## config.mk

```make
export PLATFORM = sky130hd
export DESIGN_NAME = mips_stage_sequencer_flat
export DESIGN_NICKNAME = d
export VERILOG_FILES = /design/src/rtl/mips_seq_if.sv /design/src/rtl/mips_stage_sequencer.sv /design/src/flat_wrapper.sv
export SDC_FILE = /design/constraint.sdc
export NUM_CORES = 1
export LEC_CHECK = 0
export BUFFER_PORTS_ARGS = -buffer_cell sky130_fd_sc_hd__buf_2
export CORE_UTILIZATION = 50
export DETAILED_ROUTE_END_ITERATION = 8
export PLACE_DENSITY = 0.82
export SLEW_MARGIN = 30
export SYNTH_ARGS = -nofsm -noshare
export SYNTH_HDL_FRONTEND = slang
export SYNTH_SLANG_ARGS = --single-unit
```

## constraint.sdc

```tcl
create_clock -name clk -period 2.41 [get_ports clk]
set_input_delay 0.482 -clock clk [delete_from_list [all_inputs] [get_ports clk]]
set_output_delay 0.482 -clock clk [all_outputs]
set_load 0.02 [all_outputs]
```

## src/rtl/mips_seq_if.sv

```systemverilog
// Handshake bundle between the MIPS stage sequencer and the five datapath stages.
// The master modport is the sequencer's view; the slave modport is the stage/host side.
interface mips_seq_if #(
  parameter int unsigned PC_W  = 4,
  parameter int unsigned CNT_W = 16
);
  logic             start;
  logic [4:0]       stage_done;
  logic             branch_taken;
  logic [PC_W-1:0]  branch_target;
  logic             halt_req;
  logic [4:0]       stage_go;
  logic [PC_W-1:0]  pc_out;
  logic             busy;
  logic             halted;
  logic [CNT_W-1:0] instr_count;
  logic             fault;

  modport master (
    input  start, stage_done, branch_taken, branch_target, halt_req,
    output stage_go, pc_out, busy, halted, instr_count, fault
  );

  modport slave (
    output start, stage_done, branch_taken, branch_target, halt_req,
    input  stage_go, pc_out, busy, halted, instr_count, fault
  );
endinterface

```

## src/rtl/mips_stage_sequencer.sv

```systemverilog
// Multi-cycle controller for the 5-stage MIPS datapath: launches one stage at a time,
// owns the PC and counts retirements. Optional WAIT watchdog enabled by SEQ_WATCHDOG_EN.
module mips_stage_sequencer #(
  parameter int unsigned PC_W        = 4,
  parameter int unsigned RESET_PC    = 0,
  parameter int unsigned CNT_W       = 16,
  parameter int unsigned MAX_INSTR   = 0,
  parameter int unsigned WDOG_CYCLES = 64
) (
  input  logic      clk,
  input  logic      rst_n,
  mips_seq_if.master bus
);

  typedef enum logic [2:0] {
    S_IDLE   = 3'd0,
    S_ISSUE  = 3'd1,
    S_WAIT   = 3'd2,
`ifdef SEQ_WATCHDOG_EN
    S_FAULT  = 3'd4,
`endif
    S_HALTED = 3'd3
  } state_e;

  localparam logic [PC_W-1:0]  PC_RST    = PC_W'(RESET_PC);
  localparam logic [CNT_W-1:0] CNT_MAX   = {CNT_W{1'b1}};
  localparam logic [CNT_W-1:0] CNT_LIMIT = CNT_W'(MAX_INSTR);
  localparam bit               LIMIT_EN  = (MAX_INSTR != 0);
  localparam logic [4:0]       GO_ONE    = 5'b00001;

  state_e           state_q, state_d;
  logic [2:0]       idx_q, idx_d;
  logic [PC_W-1:0]  pc_q, pc_d;
  logic [CNT_W-1:0] cnt_q, cnt_d, cnt_inc;
  logic             pend_br_q, pend_br_d;
  logic [PC_W-1:0]  pend_tgt_q, pend_tgt_d;
  logic             halt_pend_q, halt_pend_d, halt_now;
  logic [4:0]       stage_go_q, stage_go_d;
  logic             busy_q, busy_d;
  logic             halted_q, halted_d;
  logic             done_hit;

`ifdef SEQ_WATCHDOG_EN
  localparam int unsigned WDOG_W = $clog2(WDOG_CYCLES + 1);
  logic [WDOG_W-1:0] wdog_q, wdog_d, wdog_inc;
  logic              fault_q, fault_d;
`endif

  // State and datapath registers
  always_ff @(posedge clk) begin
    if (!rst_n) begin
      state_q     <= S_IDLE;
      idx_q       <= 3'd0;
      pc_q        <= PC_RST;
      cnt_q       <= {CNT_W{1'b0}};
      pend_br_q   <= 1'b0;
      pend_tgt_q  <= {PC_W{1'b0}};
      halt_pend_q <= 1'b0;
      stage_go_q  <= 5'b00000;
      busy_q      <= 1'b0;
      halted_q    <= 1'b0;
`ifdef SEQ_WATCHDOG_EN
      wdog_q      <= {WDOG_W{1'b0}};
      fault_q     <= 1'b0;
`endif
    end else begin
      state_q     <= state_d;
      idx_q       <= idx_d;
      pc_q        <= pc_d;
      cnt_q       <= cnt_d;
      pend_br_q   <= pend_br_d;
      pend_tgt_q  <= pend_tgt_d;
      halt_pend_q <= halt_pend_d;
      stage_go_q  <= stage_go_d;
      busy_q      <= busy_d;
      halted_q    <= halted_d;
`ifdef SEQ_WATCHDOG_EN
      wdog_q      <= wdog_d;
      fault_q     <= fault_d;
`endif
    end
  end

  // Next-state, stage index, PC/branch/halt bookkeeping
  always_comb begin
    state_d     = state_q;
    idx_d       = idx_q;
    pc_d        = pc_q;
    cnt_d       = cnt_q;
    pend_br_d   = pend_br_q;
    pend_tgt_d  = pend_tgt_q;
    halt_pend_d = halt_pend_q;
    done_hit    = bus.stage_done[idx_q];
    cnt_inc     = (cnt_q == CNT_MAX) ? cnt_q : cnt_q + {{(CNT_W-1){1'b0}}, 1'b1};
    halt_now    = halt_pend_q | bus.halt_req;
`ifdef SEQ_WATCHDOG_EN
    wdog_d      = wdog_q;
    wdog_inc    = wdog_q + {{(WDOG_W-1){1'b0}}, 1'b1};
`endif
    case (state_q)
      S_IDLE, S_HALTED: begin
        if (bus.start) begin
          state_d     = S_ISSUE;
          idx_d       = 3'd0;
          pc_d        = PC_RST;
          cnt_d       = {CNT_W{1'b0}};
          pend_br_d   = 1'b0;
          halt_pend_d = 1'b0;
        end else begin
          state_d = state_q;
        end
      end
      S_ISSUE: begin
        state_d     = S_WAIT;
        halt_pend_d = halt_now;
`ifdef SEQ_WATCHDOG_EN
        wdog_d      = {WDOG_W{1'b0}};
`endif
      end
      S_WAIT: begin
        halt_pend_d = halt_now;
        if (done_hit && (idx_q == 3'd4)) begin
          // Retire: the halt request seen in this very cycle still counts
          cnt_d     = cnt_inc;
          pc_d      = pend_br_q ? pend_tgt_q : pc_q + {{(PC_W-1){1'b0}}, 1'b1};
          pend_br_d = 1'b0;
          if (halt_now || (LIMIT_EN && (cnt_inc == CNT_LIMIT))) begin
            state_d = S_HALTED;
          end else begin
            state_d = S_ISSUE;
            idx_d   = 3'd0;
          end
        end else if (done_hit) begin
          if (idx_q == 3'd2) begin
            pend_br_d  = bus.branch_taken;
            pend_tgt_d = bus.branch_target;
          end else begin
            pend_br_d  = pend_br_q;
          end
          state_d = S_ISSUE;
          idx_d   = idx_q + 3'd1;
        end else begin
`ifdef SEQ_WATCHDOG_EN
          if (wdog_inc == WDOG_W'(WDOG_CYCLES)) begin
            state_d = S_FAULT;
          end else begin
            wdog_d  = wdog_inc;
          end
`else
          state_d = S_WAIT;
`endif
        end
      end
`ifdef SEQ_WATCHDOG_EN
      S_FAULT: state_d = S_FAULT;
`endif
      default: begin
        state_d = S_IDLE;
        idx_d   = 3'd0;
      end
    endcase
  end

  // Registered outputs derived from the state being entered
  always_comb begin
    stage_go_d = 5'b00000;
    busy_d     = 1'b0;
    halted_d   = 1'b0;
`ifdef SEQ_WATCHDOG_EN
    fault_d    = 1'b0;
`endif
    case (state_d)
      S_ISSUE: begin
        stage_go_d = GO_ONE << idx_d;
        busy_d     = 1'b1;
      end
      S_WAIT:   busy_d   = 1'b1;
      S_HALTED: halted_d = 1'b1;
`ifdef SEQ_WATCHDOG_EN
      S_FAULT:  fault_d  = 1'b1;
`endif
      S_IDLE:   busy_d   = 1'b0;
      default:  busy_d   = 1'b0;
    endcase
  end

  assign bus.stage_go    = stage_go_q;
  assign bus.pc_out      = pc_q;
  assign bus.busy        = busy_q;
  assign bus.halted      = halted_q;
  assign bus.instr_count = cnt_q;
`ifdef SEQ_WATCHDOG_EN
  assign bus.fault       = fault_q;
`else
  assign bus.fault       = 1'b0;
`endif

endmodule

```

## src/flat_wrapper.sv

```systemverilog
// flat-port wrapper written by rule: the top's interface ports become plain ports
module mips_stage_sequencer_flat 
#(
  parameter int unsigned PC_W        = 4,
  parameter int unsigned RESET_PC    = 0,
  parameter int unsigned CNT_W       = 16,
  parameter int unsigned MAX_INSTR   = 0,
  parameter int unsigned WDOG_CYCLES = 64
)
  (clk, rst_n, bus_start, bus_stage_done, bus_branch_taken, bus_branch_target, bus_halt_req, bus_stage_go, bus_pc_out, bus_busy, bus_halted, bus_instr_count, bus_fault);
  mips_seq_if #(.PC_W(PC_W), .CNT_W(CNT_W)) bus_i ();
  input  logic clk;
  input  logic rst_n;
  input wire logic [$bits(bus_i.start)-1:0] bus_start;
  input wire logic [$bits(bus_i.stage_done)-1:0] bus_stage_done;
  input wire logic [$bits(bus_i.branch_taken)-1:0] bus_branch_taken;
  input wire logic [$bits(bus_i.branch_target)-1:0] bus_branch_target;
  input wire logic [$bits(bus_i.halt_req)-1:0] bus_halt_req;
  output wire logic [$bits(bus_i.stage_go)-1:0] bus_stage_go;
  output wire logic [$bits(bus_i.pc_out)-1:0] bus_pc_out;
  output wire logic [$bits(bus_i.busy)-1:0] bus_busy;
  output wire logic [$bits(bus_i.halted)-1:0] bus_halted;
  output wire logic [$bits(bus_i.instr_count)-1:0] bus_instr_count;
  output wire logic [$bits(bus_i.fault)-1:0] bus_fault;
  assign bus_i.start = bus_start;
  assign bus_i.stage_done = bus_stage_done;
  assign bus_i.branch_taken = bus_branch_taken;
  assign bus_i.branch_target = bus_branch_target;
  assign bus_i.halt_req = bus_halt_req;
  assign bus_stage_go = bus_i.stage_go;
  assign bus_pc_out = bus_i.pc_out;
  assign bus_busy = bus_i.busy;
  assign bus_halted = bus_i.halted;
  assign bus_instr_count = bus_i.instr_count;
  assign bus_fault = bus_i.fault;
  mips_stage_sequencer #(.PC_W(PC_W), .RESET_PC(RESET_PC), .CNT_W(CNT_W), .MAX_INSTR(MAX_INSTR), .WDOG_CYCLES(WDOG_CYCLES)) u_core (.clk(clk), .rst_n(rst_n), .bus(bus_i));
endmodule
```

==> key figures <==
Floorplanning
  – Die ar.: roughly 4700 sq um
  – Die height: around 68 um
  – Die Width: just under 70 um
  – I/O Pins: 42
  – Initial Util: 0.532
  – Core Rows: 23
  – Core footprint: roughly 4100 sq um

Setup path
  – Worst reg2reg path depth: 6
  – Largest fanout on the critical path: 8
  – Worst r2r src: u_core.idx_q[0]
  – Crit. Startpoint: u_core.idx_q[0]
  – Crit-path max cell delay: roughly 0.48 ns
  – Arrival time at the worst endpoint: 2.20 ns
  – Worst path top cell family by delay: compound AO/OA/AOI/OAI gates
  – Worst endpoint required time: 2.61 ns
  – Setup CP Type: flop to flop
  – CP max-delay cell: dfxtp_1
  – CP endpoint kind: flop
  – CP Cell Sequence: inv_1 -> ha_1 -> o211a_1 -> a32oi_1 -> o211ai_4 -> nor4b_2
  – CP Launch Type: flop
  – Bufs and invs on worst path: 1
  – CP Depth: 6

Outcome
  – Outcome: completed

Timing
  – Setup violators final: 0
  – Final period utilization: 0.832
  – Unrepaired setup endpoints after global routing: false
  – Min Hold Slack: between 0.4 and 0.5 ns
  – Final hold vios: 0
  – Actual slew at the worst max-slew pin: 0.516 ns
  – Setup TNS: 0 ns
  – Min Clock Period, post-route: between 2 and 2.5 ns
  – Max-slew headroom: 0.653
  – Final Skew: around 0.0067 ns
  – Fmax: about 500 MHz
  – Final Max Tran Viols: 0

Routing
  – Post-route ant nets: 0
  – Wire per inst: roughly 13 um
  – Via count: between 1500 and 2000
  – Residual DRC: 0
  – Starting DRT DRC Count: 77
  – Routed Wire Length: ~4400 um
  – Vias per inst: 5.70
  – 1st-pass router iterations: 4

Logic synthesis
  – Post-synth ARST share: 0
  – Synth Register Bits: 39
  – Mapped Cells: ~240
  – Unique masters post-synth: 59
  – Syn_area_per_cell: a little over 9 sq um
  – Mapped Area: about 2200 sq um
  – Top FF cell, synth: dfxtp_1
  – Post-synth EDFFs: 0
  – Yosys warns: 0
  – Register area share after synthesis: 0.356

Pwr
  – Static Leak: 0.000972 uW
  – Overall power: ~1200 uW
  – PwrDens: about 480 nW/um^2
  – Max VDD drop: between 0.3 and 0.4 mV

Clocking
  – TritonCTS buffer count: 5
  – Max Buffers Root-to-Sink: 2
  – CTS sink count: 39
  – Hold buffers post-CTS: 0
  – H-tree depth: 2
  – PostCTS Resize Cnt: 0
  – Worst skew pair latency: a little under 0.3 ns
  – Setup bufs post-CTS: 0
  – Clock-pin transition on the worst setup and hold timing paths: 0.07 ns
  – Root Buffer: clkbuf_8
  – CTS tree: yes

Min path
  – Hold path cells: 3
  – Worst hold path class: input pin to flop
  – Worst min-delay path startpoint: bus_branch_target[2]

Place
  – Post-DP HPWL: 3310 um
  – GP Congestion: roughly 0.85
  – Input/output buffers: 40
  – Post-DP Area: roughly 2400 sq um

Finish
  – Diodes inserted: 0
  – Commonest cells after routing, fill and taps aside: buf_2 (40), dfxtp_1 (39), nand2_1 (17), nor2_1 (17), a21oi_1 (14)
  – Synth-to-layout area growth: 14.0%
  – Design area: between 2000 and 2500 sq um
  – Layout Nets: around 300
  – Fraction of layout instances using a drive strength above 1: 0.253
  – Commonest non-fill, non-tap cell in the layout: buf_2
  – Fin util: 0.607

Global routing
  – GR Overflow Total: 0
  – Vias in the first global route: roughly 1600
  – Pin count of the biggest net entering global routing: 20
  – Global-route wire length before repair: approximately 7200 um
  – Total GRT Usage: 0.206
  – Initial antenna violation count: 0

Flow run
  – Max-cap violations: 0
## Yosys cell counts, drive strengths merged, types with 2 or more instances
master / instances / area share
nor2: 17 / 0.029
and4bb: 2 / 0.013
o211ai: 5 / 0.023
o22ai: 4 / 0.017
and3: 2 / 0.0057
nand2: 17 / 0.029
dfxtp: 39 / 0.36
inv: 5 / 0.0086
mux2i: 7 / 0.032
a31oi: 2 / 0.0086
nor3: 6 / 0.014
clkbuf: 3 / 0.0097
nor2b: 9 / 0.026
nand3: 12 / 0.033
a21boi: 5 / 0.017
xnor2: 9 / 0.036
o21ai: 8 / 0.018
and2: 9 / 0.026
nand2b: 4 / 0.011
or2: 3 / 0.0097
ha: 5 / 0.029
buf: 7 / 0.025
nand4: 5 / 0.017
nor3b: 4 / 0.019
nor4b: 5 / 0.034
a21oi: 15 / 0.039
or3: 4 / 0.011
nor4: 7 / 0.027
## where the power goes
part / internal, uW / switching (uW) / leakage [uW] / total (uW)
sequential: 647 / 5.57 / 0.000315 / 652
clock: 261 / 223 / 0.0000515 / 484
combinational: 27.0 / 34.6 / 0.000606 / 61.5
## path summary, 6_finish.rpt
check | endpoint | slack, ns
worst max-delay path | u_core.bus.stage_go[1] | 0.40
worst min-delay path | u_core.pend_tgt_q[2] | 0.45
worst max register to register | u_core.bus.stage_go[1] | 0.40
worst min register to register | u_core.halt_pend_q | 0.50
## sequential cells by signal, summed over array words and instances, names as in the netlist
signal,count
u_core.bus.instr_count,16
u_core.bus.stage_go,5
u_core.bus.pc_out,4
u_core.pend_tgt_q,4
u_core.idx_q,3
u_core.state_q,3
u_core.bus.busy,1
u_core.bus.halted,1
u_core.halt_pend_q,1
u_core.pend_br_q,1
## layout make-up
type	instances	area (sq um)
Fill cell	368	1620
Multi-Input combinational cell	183	1320
Sequential cell	39	781
Timing Repair Buffer	42	215
Clock buffer	8	100
Tap cell	50	62.6
Inverter	5	18.8
## metal layers
layer  track usage  wire length, um  vias to the layer above
li1              -                -                      927
met1         0.248             2010                      879
met2         0.338             2070                       43
met3        0.0367              166                       14
met4         0.120              148                        0
met5             0                0                        -
## logic make-up (layout without fill, tap and decap cells)
kind of cell             count (synthesis)  count (layout)  share of synthesized area
AND/OR/NAND/NOR                        111             111                      0.326
multiplexers                             9               9                     0.0491
XOR/XNOR                                10              10                     0.0400
buffers and inverters                   15              55                     0.0428
flip-flops                              39              39                      0.356
other                                    1               2                    0.00171
AO/OA/AOI/OAI                           46              46                      0.156
adder cells (fa/ha/maj)                  5               5                     0.0286
## through the flow
stage	std cells	worst slack [ns]
after floorplan	237	0.590
after global placement	319	0.483
after detailed placement	319	0.414
after CTS	327	0.413
after global routing	327	0.237
final	327	0.405
## worst register-to-register path, delay by kind of cell (launching register included)
kind,cells,cell delay [ns]
AND/OR/NAND/NOR,1,0.31
adder cells (fa/ha/maj),1,0.32
AO/OA/AOI/OAI,3,0.69
flip-flops,1,0.48
buffers and inverters,1,0.13
No activity file was read; power rests on OpenSTA's default activity.
